--- config.mk ---
export PLATFORM = sky130hd
export DESIGN_NAME = lap_sequencer
export DESIGN_NICKNAME = d
export VERILOG_FILES = /design/src/rtl/stopwatch_pkg.sv /design/src/rtl/lap_ram.sv /design/src/rtl/lap_sequencer.sv
export SDC_FILE = /design/constraint.sdc
export NUM_CORES = 1
export LEC_CHECK = 0
export BUFFER_PORTS_ARGS = -buffer_cell sky130_fd_sc_hd__buf_4
export CAP_MARGIN = 25
export CORE_MARGIN = 2
export CORE_UTILIZATION = 55
export DETAILED_ROUTE_END_ITERATION = 10
export HOLD_SLACK_MARGIN = 0.02
export PLACE_DENSITY = 0.82
export SLEW_MARGIN = 20
export SYNTH_ARGS = -nofsm -noshare
export SYNTH_HDL_FRONTEND = slang
export SYNTH_SLANG_ARGS = --single-unit
--- constraint.sdc ---
create_clock -name clk -period 9.3 [get_ports clk]
set_input_delay 0.465 -clock clk [delete_from_list [all_inputs] [get_ports clk]]
set_output_delay 0.465 -clock clk [all_outputs]
set_load 0.01 [all_outputs]
--- src/rtl/stopwatch_pkg.sv ---
// -----------------------------------------------------------------------------
// stopwatch_pkg
// Shared types and constants for the stopwatch run/lap control path.
//   sw_state_t        : run/lap controller states
//   BCD_W             : width of an 8-digit packed BCD time value
//   *_LSB / DIG_W     : digit field positions inside a BCD time value
//   DEFAULT_HOLD_CYC  : cycles a fresh lap stays on the display (1 s @ 100 MHz)
// -----------------------------------------------------------------------------
package stopwatch_pkg;

    typedef enum logic [1:0] {
        IDLE   = 2'd0,
        RUN    = 2'd1,
        STOP   = 2'd2,
        RECALL = 2'd3
    } sw_state_t;

    localparam int BCD_W = 32;
    localparam int DIG_W = 4;

    // {hr1,hr0,min1,min0,sec1,sec0,cent1,cent0}
    localparam int CENT0_LSB = 0;
    localparam int CENT1_LSB = 4;
    localparam int SEC0_LSB  = 8;
    localparam int SEC1_LSB  = 12;
    localparam int MIN0_LSB  = 16;
    localparam int MIN1_LSB  = 20;
    localparam int HR0_LSB   = 24;
    localparam int HR1_LSB   = 28;

    localparam int DEFAULT_HOLD_CYC = 100_000_000;

endpackage

--- src/rtl/lap_ram.sv ---
// -----------------------------------------------------------------------------
// lap_ram
// DEPTH x BCD_W register file holding captured split times.
// Synchronous write, asynchronous read, storage is never reset.
//   clk    : system clock
//   we     : write enable
//   waddr  : write address
//   wdata  : write data (BCD time)
//   raddr  : read address
//   rdata  : combinational read data
// -----------------------------------------------------------------------------
module lap_ram
    import stopwatch_pkg::*;
#(
    parameter int DEPTH = 8,
    parameter int AW    = $clog2(DEPTH)
) (
    input  logic             clk,
    input  logic             we,
    input  logic [AW-1:0]    waddr,
    input  logic [BCD_W-1:0] wdata,
    input  logic [AW-1:0]    raddr,
    output logic [BCD_W-1:0] rdata
);

    logic [BCD_W-1:0] mem [DEPTH];

    always_ff @(posedge clk) begin
        if (we) begin
            mem[waddr] <= wdata;
        end
    end

    assign rdata = mem[raddr];

endmodule

--- src/rtl/lap_sequencer.sv ---
// -----------------------------------------------------------------------------
// lap_sequencer
// Stopwatch run/lap controller. Owns the run/stop state, drives the BCD
// counter enable/clear, captures split times into lap_ram and sequences the
// stored laps onto the display bus in recall mode.
//
// Optional feature macro: LAP_OVERWRITE_EN
//   defined   : a split while full overwrites the oldest lap (circular buffer)
//   undefined : a split while full is ignored
//
// Parameters
//   DEPTH     : number of stored laps (power of two, 2..16)
//   HOLD_CYC  : cycles a freshly captured lap is held on the display
// Ports
//   clk, rst  : clock, asynchronous active-high reset
//   start_p, stop_p, split_p, recall_p : one-cycle button pulses
//   time_bcd  : live time from the BCD counter
//   en, clr   : counter enable / one-cycle counter clear
//   disp_bcd  : value for the display mux
//   disp_lap  : disp_bcd is a stored lap rather than live time
//   lap_idx   : lap memory index of the lap being shown
//   lap_count : number of valid laps
//   full      : lap_count == DEPTH
// All outputs are registered.
// -----------------------------------------------------------------------------
module lap_sequencer
    import stopwatch_pkg::*;
#(
    parameter int DEPTH    = 8,
    parameter int HOLD_CYC = DEFAULT_HOLD_CYC
) (
    input  logic                     clk,
    input  logic                     rst,
    input  logic                     start_p,
    input  logic                     stop_p,
    input  logic                     split_p,
    input  logic                     recall_p,
    input  logic [BCD_W-1:0]         time_bcd,
    output logic                     en,
    output logic                     clr,
    output logic [BCD_W-1:0]         disp_bcd,
    output logic                     disp_lap,
    output logic [$clog2(DEPTH)-1:0] lap_idx,
    output logic [$clog2(DEPTH):0]   lap_count,
    output logic                     full
);

    localparam int PW = $clog2(DEPTH);
    localparam int CW = PW + 1;
    localparam int HW = $clog2(HOLD_CYC + 1);

    localparam logic [CW-1:0] FULL_CNT = CW'(DEPTH);
    localparam logic [HW-1:0] HOLD_LD  = HW'(HOLD_CYC);

    sw_state_t         state, state_n;
    logic [PW-1:0]     wr_ptr, wr_n;
    logic [PW-1:0]     rd_ptr, rd_n;
    logic [CW-1:0]     cnt_n;
    logic [HW-1:0]     hold, hold_n;
    logic              clr_n;
    logic              we;
    logic              cap;
    logic [BCD_W-1:0]  disp_n;
    logic              disp_lap_n;
    logic [PW-1:0]     lap_idx_n;
    logic [PW-1:0]     oldest;
    logic [PW-1:0]     newest;
    logic [BCD_W-1:0]  rdata;

    // With a full buffer the subtraction wraps to wr_ptr itself, which is
    // exactly where the oldest lap sits.
    assign oldest = wr_ptr - lap_count[PW-1:0];
    assign newest = wr_ptr - PW'(1);

    lap_ram #(
        .DEPTH (DEPTH),
        .AW    (PW)
    ) u_lap_ram (
        .clk   (clk),
        .we    (we),
        .waddr (wr_ptr),
        .wdata (time_bcd),
        .raddr (rd_n),
        .rdata (rdata)
    );

    always_comb begin
        state_n    = state;
        wr_n       = wr_ptr;
        rd_n       = rd_ptr;
        cnt_n      = lap_count;
        hold_n     = hold;
        clr_n      = 1'b0;
        we         = 1'b0;
        cap        = 1'b0;

        case (state)
            IDLE: begin
                if (start_p) begin
                    state_n = RUN;
                    clr_n   = 1'b1;
                    cnt_n   = '0;
                    wr_n    = '0;
                    rd_n    = '0;
                    hold_n  = '0;
                end
            end
            RUN: begin
                hold_n = (hold != '0) ? hold - HW'(1) : '0;
                if (stop_p) begin
                    state_n = STOP;
                    hold_n  = '0;
                end else if (split_p) begin
                    if (lap_count != FULL_CNT) begin
                        we     = 1'b1;
                        cap    = 1'b1;
                        wr_n   = wr_ptr + PW'(1);
                        cnt_n  = lap_count + CW'(1);
                        hold_n = HOLD_LD;
                    end else begin
`ifdef LAP_OVERWRITE_EN
                        // Count stays saturated; advancing wr_ptr moves the
                        // oldest index along with it.
                        we     = 1'b1;
                        cap    = 1'b1;
                        wr_n   = wr_ptr + PW'(1);
                        hold_n = HOLD_LD;
`else
                        we     = 1'b0;
`endif
                    end
                end
            end
            STOP: begin
                if (start_p) begin
                    state_n = RUN;
                end else if (recall_p && lap_count != '0) begin
                    state_n = RECALL;
                    rd_n    = oldest;
                end
            end
            RECALL: begin
                if (start_p) begin
                    state_n = RUN;
                end else if (stop_p) begin
                    state_n = STOP;
                end else if (recall_p) begin
                    if (rd_ptr == newest) begin
                        state_n = STOP;
                    end else begin
                        rd_n = rd_ptr + PW'(1);
                    end
                end
            end
            default: state_n = IDLE;
        endcase

        // Display source selection for the next cycle
        disp_n     = time_bcd;
        disp_lap_n = 1'b0;
        lap_idx_n  = lap_idx;
        if (state_n == RECALL) begin
            disp_n     = rdata;
            disp_lap_n = 1'b1;
            lap_idx_n  = rd_n;
        end else if (hold_n != '0) begin
            disp_lap_n = 1'b1;
            if (cap) begin
                // Bypass the RAM so the captured value shows on the next cycle.
                disp_n    = time_bcd;
                lap_idx_n = wr_ptr;
            end else begin
                disp_n    = disp_bcd;
            end
        end
    end

    always_ff @(posedge clk or posedge rst) begin
        if (rst) begin
            state     <= IDLE;
            wr_ptr    <= '0;
            rd_ptr    <= '0;
            hold      <= '0;
            en        <= 1'b0;
            clr       <= 1'b0;
            disp_bcd  <= '0;
            disp_lap  <= 1'b0;
            lap_idx   <= '0;
            lap_count <= '0;
            full      <= 1'b0;
        end else begin
            state     <= state_n;
            wr_ptr    <= wr_n;
            rd_ptr    <= rd_n;
            hold      <= hold_n;
            en        <= (state_n == RUN);
            clr       <= clr_n;
            disp_bcd  <= disp_n;
            disp_lap  <= disp_lap_n;
            lap_idx   <= lap_idx_n;
            lap_count <= cnt_n;
            full      <= (cnt_n == FULL_CNT);
        end
    end

endmodule
After elaboration in Yosys (flattened, before gate mapping)

Memories as Yosys holds them, arrays and structs flattened.
Cells that the tools add are included.

Flip-flop bits (word level): 78
Bits in writable memories: 256
Bits of input ports: 38
Output and inout bits: 43
Word-level logic and storage cells: 90
Memories: 1

Memory list:

| name          | words | width | rd ports | clocked after memory_dff | wr ports | line          | source |
|---|---|---|---|---|---|---|---|
| u_lap_ram.mem | 8     | 32    | 1        | 0                        | 1        | lap_ram.sv:26 | `logic [BCD_W-1:0] mem [DEPTH];` |

Add/subtract/negate cells: 6
Eq/ne operators: 13
Muxes and demuxes: 49
Reductions and logical operators: 10

Operator list:

| cell                    | count |
|---|---|
| $mux W27                | 5 |
| $mux W32                | 3 |
| $pmux W27 S2            | 1 |
| $reduce_bool A27 Y1     | 2 |
| $mux W3                 | 14 |
| $sub A27 B1 Y27 const B | 1 |
| $mux W2                 | 8 |
| $mux W4                 | 4 |
| $mux W1                 | 10 |
| $pmux W3 S3             | 1 |
| $ne A2 B2 Y1 const B    | 4 |
| $pmux W2 S4             | 1 |
| $pmux W4 S2             | 1 |
| $add A3 B1 Y3 const B   | 2 |
| $eq A2 B2 Y1 const B    | 3 |
| $pmux W3 S2             | 1 |
| $reduce_bool A2 Y1      | 3 |
| $reduce_and A5 Y1       | 1 |
| $add A4 B1 Y4 const B   | 1 |
| $eq A2 B1 Y1 const B    | 2 |
| $eq A4 B4 Y1 const B    | 1 |
| $ne A4 B4 Y1 const B    | 1 |
| $reduce_bool A4 Y1      | 1 |
| $eq A3 B3 Y1            | 1 |
| 6 further kinds         | 6 |

Depth between registers and ports, before layout

Gate-level depths: netlist of the first run.

Depth in word-level cells: 10
Gate-level depth with buffers: 16

Cells and area by module

A second synthesis of the first run with hierarchy kept.

Cells, all modules: 925
Area, all modules: 14640.3 µm²

Modules (own cells, without submodules):

| module        | times used | cells each | area each (µm²) | sequential area each (µm²) |
|---|---|---|---|---|
| lap_ram       | 1          | 383        | 9825.7          | 7687.4 |
| lap_sequencer | 1          | 542        | 4814.6          | 1951.9 |

Worst setup path before layout of the first run

Ideal clock, no wire load.

Path kind: reg-to-reg
Start point: reg lap_count[0]
End point: mem u_lap_ram.mem[0][0], enable pin
Library setup time: 0.502 ns
Data arrival time: 4.438 ns
Slack: 4.360 ns
Stages on the path, launching flop included: 8
Path buffers: 2
Period minus slack after synthesis: 4.940 ns
Path through: dfrtp_1 > inv_1 > ha_1 > nand3b_1 > nand2_1 > clkbuf_1 > clkbuf_1 > nor4_1

Longest elaborated chain between the ends: 7

Ends and longest elaborated chain:

| element                       | line                 | source |
|---|---|---|
| start: declaration            | lap_sequencer.sv:44  | `output logic [$clog2(DEPTH):0] lap_count,` |
| start signal: assignment      | lap_sequencer.sv:201 | `lap_count <= cnt_n;` |
| $ne A4 B4 Y1                  | lap_sequencer.sv:114 | `if (lap_count != FULL_CNT) begin` |
| $mux W1                       | lap_sequencer.sv:114 |  |
| $mux W1                       | lap_sequencer.sv:113 | `end else if (split_p) begin` |
| $mux W1                       | lap_sequencer.sv:110 | `if (stop_p) begin` |
| $mux W1                       | lap_sequencer.sv:97  | `case (state)` |
| $mux W1                       | lap_ram.sv:29        | `if (we) begin` |
| $mux W1 (implied by the code) | lap_ram.sv:30        | `mem[waddr] <= wdata;` |
| end: declaration              | lap_ram.sv:26        |  |

No other way between the ends.

Worst setup path after layout of the first run

Start point: reg wr_ptr[0]
End point: reg disp_bcd[31]

Longest elaborated chain between the ends: 9
Elaborated cells on any way between the ends: 19
Those cells by class: 2 x add/sub; 3 x eq/ne; 13 x mux; 1 x memory

Ends and longest elaborated chain:

| element                                        | line                 | source |
|---|---|---|
| start: declaration                             | lap_sequencer.sv:56  | `logic [PW-1:0] wr_ptr, wr_n;` |
| start signal: assignment                       | lap_sequencer.sv:193 | `wr_ptr <= wr_n;` |
| $sub A3 B1 Y3                                  | lap_sequencer.sv:73  | `assign newest = wr_ptr - PW'(1);` |
| $eq A3 B3 Y1                                   | lap_sequencer.sv:148 | `if (rd_ptr == newest) begin` |
| $mux W3 or $mux W2 (tied branches)             | lap_sequencer.sv:148 |  |
| $mux W3 or $mux W2 (tied branches)             | lap_sequencer.sv:147 | `end else if (recall_p) begin` |
| $mux W3 or $mux W2 (tied branches)             | lap_sequencer.sv:145 | `end else if (stop_p) begin` |
| $mux W3 or $mux W2 (tied branches)             | lap_sequencer.sv:143 | `if (start_p) begin` |
| $pmux W3 S3 or $pmux W2 S4 (tied branches)     | lap_sequencer.sv:97  |  |
| $mem_v2 Z8 W32 or $eq A2 B2 Y1 (tied branches) | n/a                  |  |
| $mux W32 or $ne A3 B3 Y1 (tied branches)       | n/a                  |  |
| end signal: assignment                         | lap_sequencer.sv:198 | `disp_bcd <= disp_n;` |
| end: declaration                               | lap_sequencer.sv:41  | `output logic [BCD_W-1:0] disp_bcd,` |

Several ways; a longest one is shown, not always the timed one.
A chain may end at the register's enable or synchronous reset.

==> results of run 1 <==
area by class of cell:
cell class                      instances  area share (%)
Antenna cell                            2          0.0296
Clock buffer                           48            5.47
Clock inverter                         13           0.785
Inverter                               30           0.704
Multi-Input combinational cell        653            28.4
Sequential cell                       334            57.1
Tap cell                              341            2.53
Timing Repair Buffer                  103            4.98
cells in the mapped netlist (14+ instances only):
cell	instances	area share, %
a211oi_1	25	1.3
a31oi_1	16	0.68
and3_1	21	0.89
buf_2	15	0.51
clkbuf_1	35	0.89
dfrtp_1	78	13
edfxtp_1	256	52
inv_1	29	0.73
mux2_2	44	3.3
mux2_4	19	1.9
mux2i_1	90	6.1
nand2_1	134	3.4
nand3_1	14	0.47
nand3b_1	14	0.71
nor2_1	45	1.1
nor3_1	18	0.61
o211ai_1	17	0.86
o21ai_0	21	0.71
o22ai_1	21	0.89
worst min path at each step:
stage,start,end
3_5_place_dp,rst,disp_lap
6_report,time_bcd[15],u_lap_ram.mem[5][15]
4_1_cts,time_bcd[7],u_lap_ram.mem[0][7]
2_1_floorplan,hold[4],hold[4]
5_1_grt,time_bcd[7],u_lap_ram.mem[1][7]
3_3_place_gp,rst,disp_lap
worst max-delay path, cell delays in order (launching register included):
cell and delay [ns]:
dfrtp_1 0.58, inv_1 0.13, ha_1 0.35, xnor2_1 0.19
o311ai_0 0.43, mux2i_1 0.13, and2_2 0.38, buf_16 0.25
inv_6 0.48, buf_4 0.76, mux2i_1 0.32, mux2i_1 0.11
o211a_1 0.22, mux2_2 0.25
flip-flops by register name, indices dropped and copies added, names as in the netlist, 2 cells and up:
name,count
lap_idx,3
hold,27
disp_bcd,32
wr_ptr,3
rd_ptr,3
state,2
lap_count,4
u_lap_ram.mem,256
power by group:
| group | internal (mW) | switching [mW] | leakage (nW) |
|---|---|---|---|
| clock | 0.757 | 0.549 | 0.515 |
| sequential | 1.79 | 0.204 | 3.28 |
| combinational | 0.809 | 1.04 | 2.37 |
routing by layer:
metal	part of all wire, %	vias to the layer above	GRT usage, %
li1	-	4217	-
met1	42	4659	32.1
met2	48	370	38.1
met3	6.8	84	4.40
met4	3.3	0	9.75
met5	0	-	0
timing repair:
item | CTS | global route
buffers inserted | 0 | 0
hold buffers | 1 | 0
hold endpoints to repair | 12 | 0
cell families (layout without fill, tap and decap cells):
| logic type | after synthesis | count (layout) |
|---|---|---|
| AND/OR/NAND/NOR | 315 | 315 |
| XOR/XNOR | 17 | 17 |
| buffers and inverters | 93 | 194 |
| flip-flops | 334 | 334 |
| other | 0 | 2 |
| AO/OA/AOI/OAI | 159 | 159 |
| adder cells (fa/ha/maj) | 9 | 9 |
| multiplexers | 153 | 153 |
per-stage QoR:
stage | total power, mW | util, % | area, µm²
after floorplan | 3.33 | - | 14800
after global placement | 3.77 | 58.8 | 15700
final | 5.15 | 63.2 | 16900
after detailed placement | 3.83 | 59.0 | 15800
after CTS | 5.14 | 62.9 | 16800
after global routing | 5.41 | 63.2 | 16900
==> run metrics, run 1 <==
Hold Path Stages 1; I/O pin count 81; mapped cell area 14800 µm²; clock tree buffer depth 3; CP max FO 74; FF-to-FF Start wr_ptr[0]; TritonRoute pass-1 iters 5; Tmin final 4.82 ns; routed vias 9330; Die ar. 28300 µm²; Net count, final 1204; number of synthesized flops with an enable pin 256; DRT antenna net count 0; RSZ-0062 raised after global routing no; routed len/inst 21.8 µm; Reg clk slew, reported paths 0.06 ns; Critical Path AT 5.22 ns; Compound-Gate Fraction of Synth Area 7.88%; Post-Synth Simple-Gate Area 10.7%; CP Capture Type register; setup TNS 0 ns; crit path launch type register; CTS Buf Count 35; DP Cell Count 1457; Syn Nets 1127; initial DRC count 996; core footprint 26700 µm²; H-tree levels 2; WL final 33.2 mm; Slew @ Worst Pin 1.06 ns; multiplexer share of the synthesized area 11.3%; Leak Pwr 6.17 nW; height of the die 168 µm; dpl hpwl 19.1 mm; Die W 168 µm; syn avg cell area 13.7 µm²; IO Port Bufs 80; Reg2Reg Depth 13; Adder-Cell Fraction of Synth Area 0.810%; XOR/XNOR Fraction of Synth Area 1.21%; reg2reg setup slack 4.48 ns; Reg-to-Reg End disp_bcd[31]; status completed; critical path class reg -> reg; dominant synthesized flop cell edfxtp_1; drt drc 0; Async SR Flop Fraction 23.4%; synthesis-stage register bit count 334; area taken by multi-input logic gates 4800 µm²; sequential share of the synthesized area 65.0%; Area Growth Syn to Fin 14.0%; share of layout cells above drive strength 1 20.7%; max_cap viols 0; vias in the first global route 9484; fillers 1878; synthesized netlist cell count 1080; latest clock arrival within the worst-skew pair 0.52 ns; area taken by flip-flops and latches 9640 µm²; # setup viols final 0; synth warn 0; Final Hold Fails 0; HP Class in -> reg; post-route setup slack 4.48 ns; Rows 60; first-pass GRT wire length 52.3 mm; Finished Layout Cells 1524; Vias/cell 6.12; CTS tree built; largest net degree at the start of global routing 75; synth unique cells 78; main combinational cell family by area after synthesis multiplexers; clock sink count 334; crit path launch wr_ptr[0]; Starting Density 55.5%; Slew HR 29.3%; most frequent cells in the layout edfxtp_1 (256), nand2_1 (134), buf_4 (97); worst path required time 9.69 ns; Max Slew Vio Count 0; pwr/cell area 305 nW/µm²; GRT Total Usage 23.6%; period utilization 51.9%; WHS 0.184 ns; total global routing overflow 0; fmax 207 MHz; root buffer cell clkbuf_16; CP endpoint disp_bcd[31]; clock skew 0.0208 ns; Setup WS pre-CTS 4.45 ns; Peak VDD IR 0.000194 V; gpl congestion 0.907; antenna violations before repair 2; most common cell after layout, fill and taps aside edfxtp_1; post_cts resized 0
(Power assumes the default switching activity.)
==> run 2, diff against run 1 <==
--- a/config.mk
+++ b/config.mk
@@ -11,7 +11,7 @@
 export CORE_UTILIZATION = 55
 export DETAILED_ROUTE_END_ITERATION = 10
 export HOLD_SLACK_MARGIN = 0.02
-export PLACE_DENSITY = 0.82
+export PLACE_DENSITY = 0.85
 export SLEW_MARGIN = 20
 export SYNTH_ARGS = -nofsm -noshare
 export SYNTH_HDL_FRONTEND = slang
==> constraint.sdc (replaced) <==
create_clock -name clk -period 4.3 [get_ports clk]
set_input_delay 0.215 -clock clk [delete_from_list [all_inputs] [get_ports clk]]
set_output_delay 0.215 -clock clk [all_outputs]
set_load 0.01 [all_outputs]
==> run metrics, run 2 (synthesis gave the netlist of run 1 again) <==
status completed; Reg clk slew, reported paths 0.06 ns; CP endpoint disp_bcd[31]; routed vias 9753; crit-path cells inv_1, ha_1, or4b_1, nor4_1, xnor2_1, nand3_1, nor4_1, o2111ai_1, o311ai_4, buf_12, mux2_2; Net count, final 1249; Leak Pwr 6.40 nW; cell mode on critical path nor4_1; drt drc 0; most common cell after layout, fill and taps aside edfxtp_1; post-route setup slack 0.339 ns; Die W 168 µm; Area Growth Syn to Fin 17.2%; critical path class reg -> reg; CP Buf/Inv Count 2; initial DRC count 1103; period utilization 92.1%; end-of-flow core utilization 65.0%; core footprint 26700 µm²; Max Slew Vio Count 0; pwr/cell area 660 nW/µm²; latest clock arrival within the worst-skew pair 0.53 ns; largest net degree at the start of global routing 48; WL final 34.6 mm; worst path required time 4.70 ns; post_cts resized 0; Tmin final 3.96 ns; Critical Path Stages 11; height of the die 168 µm; max FFs per register 256; Starting Density 55.5%; Slew @ Worst Pin 1.03 ns; Reg with most FFs u_lap_ram.mem; Final Hold Fails 0; CP Capture Type register; Largest regs u_lap_ram.mem x256, disp_bcd x32, hold x27; WHS 0.0415 ns; clock skew 0.0231 ns; crit path launch hold[0]; IO Port Bufs 80; DRT antenna net count 0; CTS Buf Count 35; antenna violations before repair 0; Setup WS pre-CTS 0.438 ns; Vias/cell 6.21; diode count 0; TritonRoute pass-1 iters 6; slowest CP cell or4b_1; Die ar. 28300 µm²; RSZ-0062 raised after global routing no; root buffer cell clkbuf_16; vias in the first global route 9705; total global routing overflow 0; crit-path max cell delay 0.63 ns; reg2reg setup slack 0.34 ns; setup TNS 0 ns; clock sink count 334; Reg2Reg Depth 11; first-pass GRT wire length 53.6 mm; Rows 60; # setup viols final 0; CP top delay family simple AND/OR/NAND/NOR gates; FF-to-FF Start hold[0]; fmax 252 MHz; dpl hpwl 19.9 mm; crit path launch type register; clock tree buffer depth 3; share of layout cells above drive strength 1 21.5%; most frequent cells in the layout edfxtp_1 (256), nand2_1 (134), buf_4 (108); gpl congestion 0.933; Slew HR 30.8%; routed len/inst 22.1 µm; Reg-to-Reg End disp_bcd[31]; H-tree levels 2; GRT Total Usage 24.5%; CP max FO 22; max_cap viols 0; HP Class in -> reg; Peak VDD IR 0.000364 V; I/O pin count 81; Critical Path AT 4.36 ns; CTS tree built
[run 2: changes by cell type in the layout (fill, tap and decap cells not counted), moves of 2 or more]
cell           change
clkinvlp_4         +3
diode_2            -2
clkinv_2           +4
buf_4             +11
buf_12             +4
dlygate4sd3_1     +32
clkbuf_1           -5
[run 2: metrics by stage]
step / std cells / instance area [µm²] / power [mW]
CTS: 1569 / 17400 / 11.4
global placement: 1472 / 15900 / 8.33
detailed placement: 1472 / 15900 / 8.47
finish: 1570 / 17400 / 11.5
floorplan: 1080 / 14800 / 7.21
global route: 1570 / 17400 / 12.0
[run 2: area by class of cell]
type | instances | area [µm²]
repair buffers | 148 | 1280
clock inverters | 20 | 186
flip-flops and latches | 334 | 9640
well taps | 341 | 427
fillers | 1842 | 9350
clock buffers | 44 | 920
inverters | 30 | 116
multi-input cells | 653 | 4810
[run 2: report_power, final]
part	leakage (nW)	switching [mW]	internal, mW
Sequential	3.28	0.449	3.87
Combinational	2.57	2.35	1.87
Clock	0.538	1.26	1.66
Total	6.40	4.06	7.41
[run 2: worst min-delay path by stage]
stage	start	endpoint	slack [ns]	depth (start not counted)
CTS	stop_p	state[1]	0.02	2
global route	stop_p	state[1]	0.06	2
finish	stop_p	state[1]	0.04	2
detailed placement	time_bcd[19]	u_lap_ram.mem[4][19]	0.46	1
floorplan	time_bcd[0]	u_lap_ram.mem[0][0]	0.31	0
global placement	rst	hold[3]	0.45	2
[run 2: timing repair]
action                                 CTS  global route
endpoints found under the hold margin  302             0
setup buffers                            0             0
hold buffers                            33             0
[run 2: per-layer routing]
layer	vias up	GRT usage, %	wire (µm)
li1	4318	-	-
met1	4845	32.3	13800
met2	496	40.5	17000
met3	94	4.63	2650
met4	0	9.78	1190
met5	-	0	0
==> run 3, diff against run 2 <==
--- a/config.mk
+++ b/config.mk
@@ -12,6 +12,7 @@
 export DETAILED_ROUTE_END_ITERATION = 10
 export HOLD_SLACK_MARGIN = 0.02
 export PLACE_DENSITY = 0.85
+export REMOVE_ABC_BUFFERS = 1
 export SLEW_MARGIN = 20
 export SYNTH_ARGS = -nofsm -noshare
 export SYNTH_HDL_FRONTEND = slang
==> run metrics, run 3 (synthesis gave the netlist of run 1 again) <==
status completed; share of layout cells above drive strength 1 21.3%; Die W 168 µm; Largest regs u_lap_ram.mem x256, disp_bcd x32, hold x27; Final Hold Fails 0; IO Port Bufs 80; Setup Buffers After CTS 0; max FFs per register 256; gpl congestion 0.967; CP Capture Type register; CP top delay family simple AND/OR/NAND/NOR gates; most common cell after layout, fill and taps aside edfxtp_1; slowest CP cell or4b_1; antenna violations before repair 0; crit-path max cell delay 0.63 ns; fillers 1844; Vias/cell 6.12; drt drc 0; Reg with most FFs u_lap_ram.mem; Die ar. 28300 µm²; CP max FO 32; dpl hpwl 19.6 mm; Slew HR 39.2%; vias in the first global route 9661; TritonRoute pass-1 iters 5; total global routing overflow 0; I/O pin count 81; core footprint 26700 µm²; pwr/cell area 657 nW/µm²; Reg-to-Reg End disp_bcd[31]; root buffer cell clkbuf_16; post-route setup slack 0.353 ns; Reg2Reg Depth 11; critical path class reg -> reg; post_cts resized 0; crit path launch type register; # setup viols final 0; crit-path cells inv_1, ha_1, or4b_1, nor4_1, xnor2_1, nand3_1, nor4_1, o2111ai_1, o311ai_4, buf_12, mux2_2; height of the die 168 µm; RSZ-0062 raised after global routing no; Peak VDD IR 0.000315 V; HP Start start_p; Area Growth Syn to Fin 16.8%; first-pass GRT wire length 54.0 mm; max_cap viols 0; diode count 0; Rows 60; worst path required time 4.70 ns; HP Class in -> reg; initial DRC count 930; clock skew 0.0294 ns; Hold Path Stages 2; period utilization 91.8%; crit path launch hold[0]; Starting Density 55.5%; CP Buf/Inv Count 2; latest clock arrival within the worst-skew pair 0.53 ns; DRT antenna net count 0; Critical Path AT 4.35 ns; # hold bufs at CTS 34; Setup WS pre-CTS 0.417 ns; Reg clk slew, reported paths 0.06 ns; routed len/inst 22.2 µm; Max Slew Vio Count 0; Tmin final 3.95 ns; CTS Buf Count 34; GRT Total Usage 24.9%; WL final 34.9 mm; fmax 253 MHz; total power 11.4 mW; largest net degree at the start of global routing 46; FF-to-FF Start hold[0]; CTS tree built; most frequent cells in the layout edfxtp_1 (256), nand2_1 (134), buf_4 (110); Hold Path End state[0]; reg2reg setup slack 0.35 ns; Slew @ Worst Pin 0.910 ns; routed vias 9603; H-tree levels 2; cell mode on critical path nor4_1; clock sink count 334; clock tree buffer depth 3; Net count, final 1249; Leak Pwr 6.39 nW
-- run 3: layout make-up --
cell class | count | area, µm² | share of cell area, %
clock inverter | 15 | 124 | 0.715
inverter | 30 | 119 | 0.686
timing repair buffer | 149 | 1270 | 7.31
multi-input combinational | 653 | 4800 | 27.7
clock buffer | 46 | 937 | 5.41
tap | 341 | 427 | 2.46
sequential | 334 | 9640 | 55.7
-- run 3: worst max path at each step --
stage                               to  slack [ns]  cells past startpoint
after floorplan            disp_bcd[0]       -0.61                     10
after global placement    disp_bcd[31]        0.58                     11
after detailed placement  disp_bcd[30]        0.42                     11
after CTS                 disp_bcd[31]        0.41                     11
after global routing      disp_bcd[31]        0.14                     11
final                     disp_bcd[31]        0.35                     11
-- run 3: where the power goes --
group          total, mW  internal [mW]  switching (mW)
registers           4.33           3.87           0.462
clock network       2.84           1.61            1.23
logic               4.20           1.87            2.33
-- run 3: metrics by stage --
stage                     utilization, %  instances  area, µm²  setup TNS (ns)  hold slack (ns)
after floorplan                        -       1017      14500          -36.01            0.314
after global placement              59.5       1473      15900               0            0.418
after detailed placement            59.5       1473      15900               0            0.427
after CTS                           64.8       1568      17300               0           0.0449
after global routing                64.8       1568      17300               0           0.0544
final                               64.8       1568      17300               0           0.0672
-- run 3: metal layers --
metal | vias up | share of wire [%] | GRT usage [%]
met5 | - | 0 | 0
met4 | 0 | 3.0 | 9.82
met3 | 78 | 6.8 | 3.41
met2 | 439 | 49 | 42.1
met1 | 4774 | 41 | 33.0
li1 | 4312 | - | -
